<file path="src/rtl/module_repeat_divider_pkg.sv">
// Shared types and default widths for the repeated-subtraction divider.
// Also holds the small state-classification helper used by the control logic.
package module_repeat_pkg;

    typedef enum logic [1:0] {
        IDLE = 2'd0,
        RUN  = 2'd1,
        DONE = 2'd2
    } repdiv_state_t;

    localparam int REPDIV_TOTAL_W = 16;
    localparam int REPDIV_VAL_W   = 8;

    // A new request is only honoured while no division is in flight.
    function automatic logic is_accept_state(input repdiv_state_t s);
        return (s == IDLE) || (s == DONE);
    endfunction

endpackage

</file>
<file path="src/rtl/module_repeat_divider_if.sv">
// Request/result bundle between a requester and the repeated-subtraction divider.
// The master drives the operands and start; the slave returns status and result.
interface module_repeat_divider_if
    import module_repeat_pkg::*;
#(
    parameter int TOTAL_W = REPDIV_TOTAL_W,
    parameter int VAL_W   = REPDIV_VAL_W
);

    logic               in_start;
    logic [TOTAL_W-1:0] in_total;
    logic [VAL_W-1:0]   in_sub_val;
    logic               out_busy;
    logic               out_done;
    logic [TOTAL_W-1:0] out_quotient;
    logic [VAL_W-1:0]   out_remainder;
    logic               out_div_by_zero;

    modport master (
        output in_start,
        output in_total,
        output in_sub_val,
        input  out_busy,
        input  out_done,
        input  out_quotient,
        input  out_remainder,
        input  out_div_by_zero
    );

    modport slave (
        input  in_start,
        input  in_total,
        input  in_sub_val,
        output out_busy,
        output out_done,
        output out_quotient,
        output out_remainder,
        output out_div_by_zero
    );

endinterface

</file>
<file path="src/rtl/module_repeat_divider.sv">
// Unsigned divider that recovers a repeat count from an accumulated total by
// subtracting the step value once per clock; returns quotient and remainder.
module module_repeat_divider
    import module_repeat_pkg::*;
#(
    parameter int TOTAL_W = REPDIV_TOTAL_W,
    parameter int VAL_W   = REPDIV_VAL_W
) (
    input  logic                   clk,
    input  logic                   rst,
    module_repeat_divider_if.slave bus
);

    repdiv_state_t      state_r;
    repdiv_state_t      state_nxt_s;

    logic [TOTAL_W-1:0] rem_r;
    logic [TOTAL_W-1:0] quot_r;
    logic [VAL_W-1:0]   step_r;
    logic [TOTAL_W-1:0] quotient_r;
    logic [VAL_W-1:0]   remainder_r;
    logic               div_by_zero_r;
    logic               busy_r;
    logic               done_r;

    logic               accept_s;
    logic               step_zero_s;
    logic [TOTAL_W-1:0] step_ext_s;
    logic               fits_s;
    logic               busy_nxt_s;
    logic               done_nxt_s;

    // Request acceptance and the compare that decides whether another subtraction fits.
    always_comb begin
        accept_s    = bus.in_start && is_accept_state(state_r);
        step_zero_s = (bus.in_sub_val == {VAL_W{1'b0}});
        step_ext_s  = {{(TOTAL_W-VAL_W){1'b0}}, step_r};
        fits_s      = (rem_r >= step_ext_s);
    end

    // State register.
    always_ff @(posedge clk or posedge rst) begin
        if (rst) begin
            state_r <= IDLE;
        end else begin
            state_r <= state_nxt_s;
        end
    end

    // Next-state logic; a zero step skips RUN and reports straight away.
    always_comb begin
        state_nxt_s = state_r;
        case (state_r)
            IDLE, DONE: begin
                if (accept_s) begin
                    state_nxt_s = step_zero_s ? DONE : RUN;
                end else begin
                    state_nxt_s = IDLE;
                end
            end
            RUN: begin
                if (fits_s) begin
                    state_nxt_s = RUN;
                end else begin
                    state_nxt_s = DONE;
                end
            end
            default: begin
                state_nxt_s = IDLE;
            end
        endcase
    end

    // Status flags decoded from the upcoming state so they can be registered.
    always_comb begin
        busy_nxt_s = 1'b0;
        done_nxt_s = 1'b0;
        case (state_nxt_s)
            RUN:     busy_nxt_s = 1'b1;
            DONE:    done_nxt_s = 1'b1;
            default: begin
                busy_nxt_s = 1'b0;
                done_nxt_s = 1'b0;
            end
        endcase
    end

    // Registered status flags.
    always_ff @(posedge clk or posedge rst) begin
        if (rst) begin
            busy_r <= 1'b0;
            done_r <= 1'b0;
        end else begin
            busy_r <= busy_nxt_s;
            done_r <= done_nxt_s;
        end
    end

    // Operand capture, iterative subtraction and result latching.
    always_ff @(posedge clk or posedge rst) begin
        if (rst) begin
            rem_r         <= {TOTAL_W{1'b0}};
            quot_r        <= {TOTAL_W{1'b0}};
            step_r        <= {VAL_W{1'b0}};
            quotient_r    <= {TOTAL_W{1'b0}};
            remainder_r   <= {VAL_W{1'b0}};
            div_by_zero_r <= 1'b0;
        end else if (accept_s) begin
            rem_r         <= bus.in_total;
            step_r        <= bus.in_sub_val;
            quot_r        <= {TOTAL_W{1'b0}};
            div_by_zero_r <= step_zero_s;
            if (step_zero_s) begin
                quotient_r  <= {TOTAL_W{1'b1}};
                remainder_r <= {VAL_W{1'b0}};
            end
        end else if (state_r == RUN) begin
            if (fits_s) begin
                rem_r  <= rem_r - step_ext_s;
                quot_r <= quot_r + {{(TOTAL_W-1){1'b0}}, 1'b1};
            end else begin
                // rem is below step here, so its low VAL_W bits hold it exactly.
                quotient_r  <= quot_r;
                remainder_r <= rem_r[VAL_W-1:0];
            end
        end
    end

    assign bus.out_busy        = busy_r;
    assign bus.out_done        = done_r;
    assign bus.out_quotient    = quotient_r;
    assign bus.out_remainder   = remainder_r;
    assign bus.out_div_by_zero = div_by_zero_r;

endmodule

</file>
<file path="src/flat_wrapper.sv">
// flat-port wrapper written by rule: the top's interface ports become plain ports
module module_repeat_divider_flat import module_repeat_pkg::*;
#(
    parameter int TOTAL_W = REPDIV_TOTAL_W,
    parameter int VAL_W   = REPDIV_VAL_W
)
  (clk, rst, bus_in_start, bus_in_total, bus_in_sub_val, bus_out_busy, bus_out_done, bus_out_quotient, bus_out_remainder, bus_out_div_by_zero);
  module_repeat_divider_if #(.TOTAL_W(TOTAL_W), .VAL_W(VAL_W)) bus_i ();
  input  logic clk;
  input  logic rst;
  input wire logic [$bits(bus_i.in_start)-1:0] bus_in_start;
  input wire logic [$bits(bus_i.in_total)-1:0] bus_in_total;
  input wire logic [$bits(bus_i.in_sub_val)-1:0] bus_in_sub_val;
  output wire logic [$bits(bus_i.out_busy)-1:0] bus_out_busy;
  output wire logic [$bits(bus_i.out_done)-1:0] bus_out_done;
  output wire logic [$bits(bus_i.out_quotient)-1:0] bus_out_quotient;
  output wire logic [$bits(bus_i.out_remainder)-1:0] bus_out_remainder;
  output wire logic [$bits(bus_i.out_div_by_zero)-1:0] bus_out_div_by_zero;
  assign bus_i.in_start = bus_in_start;
  assign bus_i.in_total = bus_in_total;
  assign bus_i.in_sub_val = bus_in_sub_val;
  assign bus_out_busy = bus_i.out_busy;
  assign bus_out_done = bus_i.out_done;
  assign bus_out_quotient = bus_i.out_quotient;
  assign bus_out_remainder = bus_i.out_remainder;
  assign bus_out_div_by_zero = bus_i.out_div_by_zero;
  module_repeat_divider #(.TOTAL_W(TOTAL_W), .VAL_W(VAL_W)) u_core (.clk(clk), .rst(rst), .bus(bus_i));
endmodule
</file>
<file path="config.mk">
export PLATFORM = sky130hd
export DESIGN_NAME = module_repeat_divider_flat
export DESIGN_NICKNAME = d
export VERILOG_FILES = /design/src/rtl/module_repeat_divider_pkg.sv /design/src/rtl/module_repeat_divider_if.sv /design/src/rtl/module_repeat_divider.sv /design/src/flat_wrapper.sv
export SDC_FILE = /design/constraint.sdc
export NUM_CORES = 1
export LEC_CHECK = 0
export BUFFER_PORTS_ARGS = -buffer_cell sky130_fd_sc_hd__clkbuf_2
export CORE_MARGIN = 2
export CORE_UTILIZATION = 50
export DETAILED_ROUTE_END_ITERATION = 12
export HOLD_SLACK_MARGIN = 0.06
export PLACE_DENSITY_LB_ADDON = 0.08
export SYNTH_ARGS = -nofsm -noshare
export SYNTH_HDL_FRONTEND = slang
export SYNTH_SLANG_ARGS = --single-unit
</file>
<file path="constraint.sdc">
create_clock -name clk -period 2.8 [get_ports clk]
set_clock_uncertainty 0.05 [all_clocks]
set_input_delay 0.14 -clock clk [delete_from_list [all_inputs] [get_ports clk]]
set_output_delay 0.14 -clock clk [all_outputs]
set_load 0.005 [all_outputs]
</file>
## Word-level counts from Yosys, hierarchy flattened

Cells that the tools add are included.

| storage, ports and cells | value |
|---|---|
| flip-flop bits (word level) | 69 |
| input bits | 27 |
| output and inout bits | 27 |
| word-level logic and storage cells | 47 |

| operators by class | value |
|---|---|
| add/sub/neg operators | 2 |
| order comparisons | 1 |
| equal/unequal tests | 6 |
| mux-type cells | 20 |
| reductions and logical operators | 9 |

Operators with widths:

| operator | count |
|---|---|
| $mux 16 | 10 |
| $mux 8 | 4 |
| $add 16x1->16 const B | 1 |
| $ge 16x8->1 | 1 |
| $sub 16x8->16 | 1 |
| $logic_not 8->1 | 1 |
| $mux 2 | 3 |
| $eq 2x1->1 const B | 2 |
| $eq 2x2->1 const B | 2 |
| $pmux 2 s2 | 1 |
| $reduce_bool 2->1 | 2 |
| $reduce_and 3->1 | 1 |
| $logic_not 2->1 | 1 |
| $mux 1 | 2 |
| $ne 2x1->1 const B | 1 |
| $ne 2x2->1 const B | 1 |
| $reduce_and 2->1 | 1 |
| $reduce_or 2->1 | 1 |
| $logic_and 1x1->1 | 1 |
| $logic_or 1x1->1 | 1 |

## Logic depth before layout (Yosys ltp)

| depth | value |
|---|---|
| word-level depth | 7 |
| gate-level depth with buffers | 10 |
| mapped depth without buffers | 9 |

## Worst setup path after synthesis

OpenSTA, ideal clock, no wires.

| timing path | value |
|---|---|
| kind | register to register |
| start | reg u_core.rem_r[9] |
| end | reg u_core.rem_r[15] |
| library setup time | 0.131 ns |
| data arrival time | 2.444 ns |
| data required time | 2.619 ns |
| slack | 0.175 ns |
| stages on the path, launching flop included | 7 |
| buffers on the path | 0 |
| path through | dfrtp_1 -> or4_4 -> or3_4 -> or3_4 -> o211a_4 -> nor4b_1 -> or3_1 |

| on the way | value |
|---|---|
| cells in the longest elaborated chain, start to end | 4 |
| elaborated cells on any way between the ends | 7 |

Ends and longest elaborated chain:

| item | RTL line | RTL |
|---|---|---|
| start, declared | module_repeat_divider.sv:17 | `logic [TOTAL_W-1:0] rem_r;` |
| start signal, assigned | module_repeat_divider.sv:102 | `rem_r <= {TOTAL_W{1'b0}};` |
| start signal, assigned | module_repeat_divider.sv:109 | `rem_r <= bus.in_total;` |
| start signal, assigned | module_repeat_divider.sv:119 | `rem_r <= rem_r - step_ext_s;` |
| $sub 16x8->16 | module_repeat_divider.sv:119 |  |
| $mux 16 | module_repeat_divider.sv:118 | `if (fits_s) begin` |
| $mux 16 | module_repeat_divider.sv:117 | `end else if (state_r == RUN) begin` |
| $mux 16 | module_repeat_divider.sv:108 | `end else if (accept_s) begin` |

Parallel ways exist; a longest one is shown, timed or not. The select of a mux whose other input is x is not followed.
A chain may end at the register's enable or synchronous reset.

## Worst setup path after layout

Ends and elaborated chain as after synthesis.

==> flow_metrics.env <==
export IMPL_avgSynthCellArea_sq_um=9.26
export IMPL_finalSetupViolCount=0
export IMPL_pwr_density_cell_nw_per_um2=1080
export IMPL_cts_htree_levels=3
export IMPL_rsz0062_at_grt="no"
export IMPL_hpwl_microns=5980
export IMPL_cts_sinks=69
export IMPL_slew_headroom_pct=49.6
export IMPL_ant_nets=0
export IMPL_fin_util_pct=65.0
export IMPL_max_freq_mhz=371
export IMPL_yosysTopAreaCell="dfrtp_1"
export IMPL_cts_buffers=9
export IMPL_finalNetCount=500
export IMPL_ys_seq_elements=69
export IMPL_root_buffer="clkbuf_8"
export IMPL_initial_core_util_pct=51.0
export IMPL_cp_max_fo=5
export IMPL_worstPathRequired_ns=2.98
export IMPL_tns_ns=0
export IMPL_min_path_type="input port to flop"
export IMPL_drv_cap=0
export IMPL_netlist_area_sq_um=3420
export IMPL_port_buffers=53
export IMPL_synth_compound_area_share_pct=16.8
export IMPL_grt_ovfl_total=0
export IMPL_path_cells="or4_4 -> or3_4 -> or3_4 -> o211a_4 -> nor4b_1 -> or3_1"
export IMPL_grt_use_total_pct=24.7
export IMPL_min_period_over_period_pct=96.4
export IMPL_worst_pin_slew_ns=0.755
export IMPL_gp_congestion=0.859
export IMPL_drtPass1Iterations=4
export IMPL_wl_per_cell_microns=15.4
export IMPL_p_leak_nw=2.05
export IMPL_drc=0
export IMPL_synth_ff_type="dfrtp_1"
export IMPL_ir_worst_vdd_mv=0.605
export IMPL_cp_slowest_cell="or4_4"
export IMPL_outcome="finished clean"
export IMPL_yosys_top_cells_area="dfrtp_1 50%, nor2_1 5.2%, nand2_1 4.9%"
export IMPL_synth_edf_count=0
export IMPL_diodes=0
export IMPL_antenna_found_initial=0
export IMPL_grt_pass1_vias=2872
export IMPL_fillerInstances=575
export IMPL_ys_seq_area_share_pct=50.4
export IMPL_layout_drive_gt1_share_pct=21.4
export IMPL_cts_tree="done"
export IMPL_grt_pass1_wl_microns=14300
export IMPL_post_cts_buffers=0
export IMPL_synth_xor_area_share_pct=2.05
export IMPL_coreArea_sq_um=6720
export IMPL_path_clk_slew_ns=0.08
export IMPL_synth_nets=407
export IMPL_route_vias_total=3048
export IMPL_cp_end_kind="flop"
export IMPL_area_growth_syn_to_layout_pct=27.6
export IMPL_grt_max_degree=51
export IMPL_worstSetupStartpointType="flop"
export IMPL_drt_iter0_drc=220
export IMPL_die_w_microns=86.8
export IMPL_synthAdderAreaFrac_pct=3.87
export IMPL_yosys_area_top_type_share_pct=50.4
export IMPL_synth_top_family_by_area="simple AND/OR/NAND/NOR gates"
export IMPL_finalHoldViolations=0
export IMPL_routed_wl_microns=8420
export IMPL_die_h_microns=86.8
export IMPL_num_io_pins=54
export IMPL_synth_mux_area_share_pct=2.37
export IMPL_yosysMostFrequentCell="dfrtp_1"
export IMPL_synth_simple_gate_area_share_pct=20.8
export IMPL_path_common_cell="or3_4"
export IMPL_max_stage_delay_ns=0.58
export IMPL_period_needed_ns=2.70
export IMPL_fp_dieArea_sq_um=7530
export IMPL_clock_path_buffers=2
export IMPL_critPathArrivalTime_ns=2.88
export IMPL_synth_common_cells="69 x dfrtp_1, 47 x nor2_1, 45 x nand2_1"
export IMPL_syn_inst=370
export IMPL_via_per_inst=5.56
export IMPL_std_cell_rows=30
export IMPL_synth_cell_types=50
export IMPL_ys_warn_count=0
export IMPL_maxSlewViolCount=0
export IMPL_crit_type="flop to flop"
export IMPL_insertion_delay_ns=0.35
export IMPL_async_flop_share_pct=100
## kinds of logic after synthesis
logic type	after synthesis
and+or+nand+nor	152
AOI/OAI and AO/OA	90
DFF	69
buffers and inverters	33
adders and majority gates	10
xor gates and xnor gates	8
muxes	8
## sequential cells by signal (all words and copies together), names as in the netlist, 2 cells and up
| signal | flops |
|---|---|
| u_core.bus.out_remainder | 8 |
| u_core.step_r | 8 |
| u_core.bus.out_quotient | 16 |
| u_core.rem_r | 16 |
| u_core.quot_r | 16 |
| u_core.state_r | 2 |
## worst max-delay path: cells and delay by family (launching register included)
family | cells | cell delay (ns)
simple gates | 5 | 1.86
flops | 1 | 0.39
compound gates | 1 | 0.28
## metrics by stage
stage               setup slack (ns)  std cells  area [sq um]  hold slack (ns)  total power [mW]
global placement               0.172        507          3880            0.251              3.61
global route                  0.0231        548          4370            0.248              5.09
detailed placement             0.111        507          3880            0.252              3.69
finish                         0.102        548          4370            0.193              4.70
floorplan                      0.175        370          3420            0.195              3.04
CTS                            0.101        548          4360            0.181              4.69
## per-layer routing
metal / vias to the layer above / global-route usage [%] / part of all wire [%]
li1: 1486 / - / -
met1: 1463 / 36.8 / 49
met2: 89 / 35.7 / 45
met3: 10 / 5.52 / 4.2
met4: 0 / 7.81 / 1.4
met5: - / 0 / 0
## cell type report
type | instances | area, sq um | share of cell area [%]
Timing Repair Buffer | 98 | 666 | 15.2
Clock inverter | 6 | 92.6 | 2.12
Tap cell | 80 | 100 | 2.29
Clock buffer | 10 | 138 | 3.15
Sequential cell | 69 | 1730 | 39.5
Inverter | 17 | 63.8 | 1.46
Multi-Input combinational cell | 268 | 1580 | 36.2
## where the power goes
group	internal (mW)	switching [mW]
logic	1.01	1.13
registers	1.34	0.287
clock network	0.532	0.411
## worst paths after layout
check	from	to	slack, ns	cells after the start
worst max-delay path	u_core.rem_r[9]	u_core.rem_r[15]	0.10	6
worst min-delay path	bus_in_start	u_core.rem_r[6]	0.19	4
worst max register to register	u_core.rem_r[9]	u_core.rem_r[15]	0.10	6
worst min register to register	u_core.quot_r[9]	u_core.quot_r[9]	0.44	1
max in group asynchronous	rst	u_core.bus.out_quotient[0]	1.57	4
min in group asynchronous	rst	u_core.bus.out_remainder[1]	0.40	3
## placed cells by master, fill, tap and decap left out, drive strengths merged, types with 9 or more instances in the layout
| cell type | count |
|---|---|
| nor2 | 47 |
| buf | 20 |
| dlygate4sd3 | 25 |
| ha | 9 |
| inv | 19 |
| a21oi | 26 |
| o21ai | 29 |
| dfrtp | 69 |
| nand2 | 45 |
| nand3 | 24 |
| clkbuf | 63 |
## timing repair
item | CTS | global route
hold buffers | 25 | 0
hold endpoints to repair | 58 | 0
gates resized for setup | 0 | 1
setup endpoints to repair | 0 | 4
(Power assumes the default switching activity.)
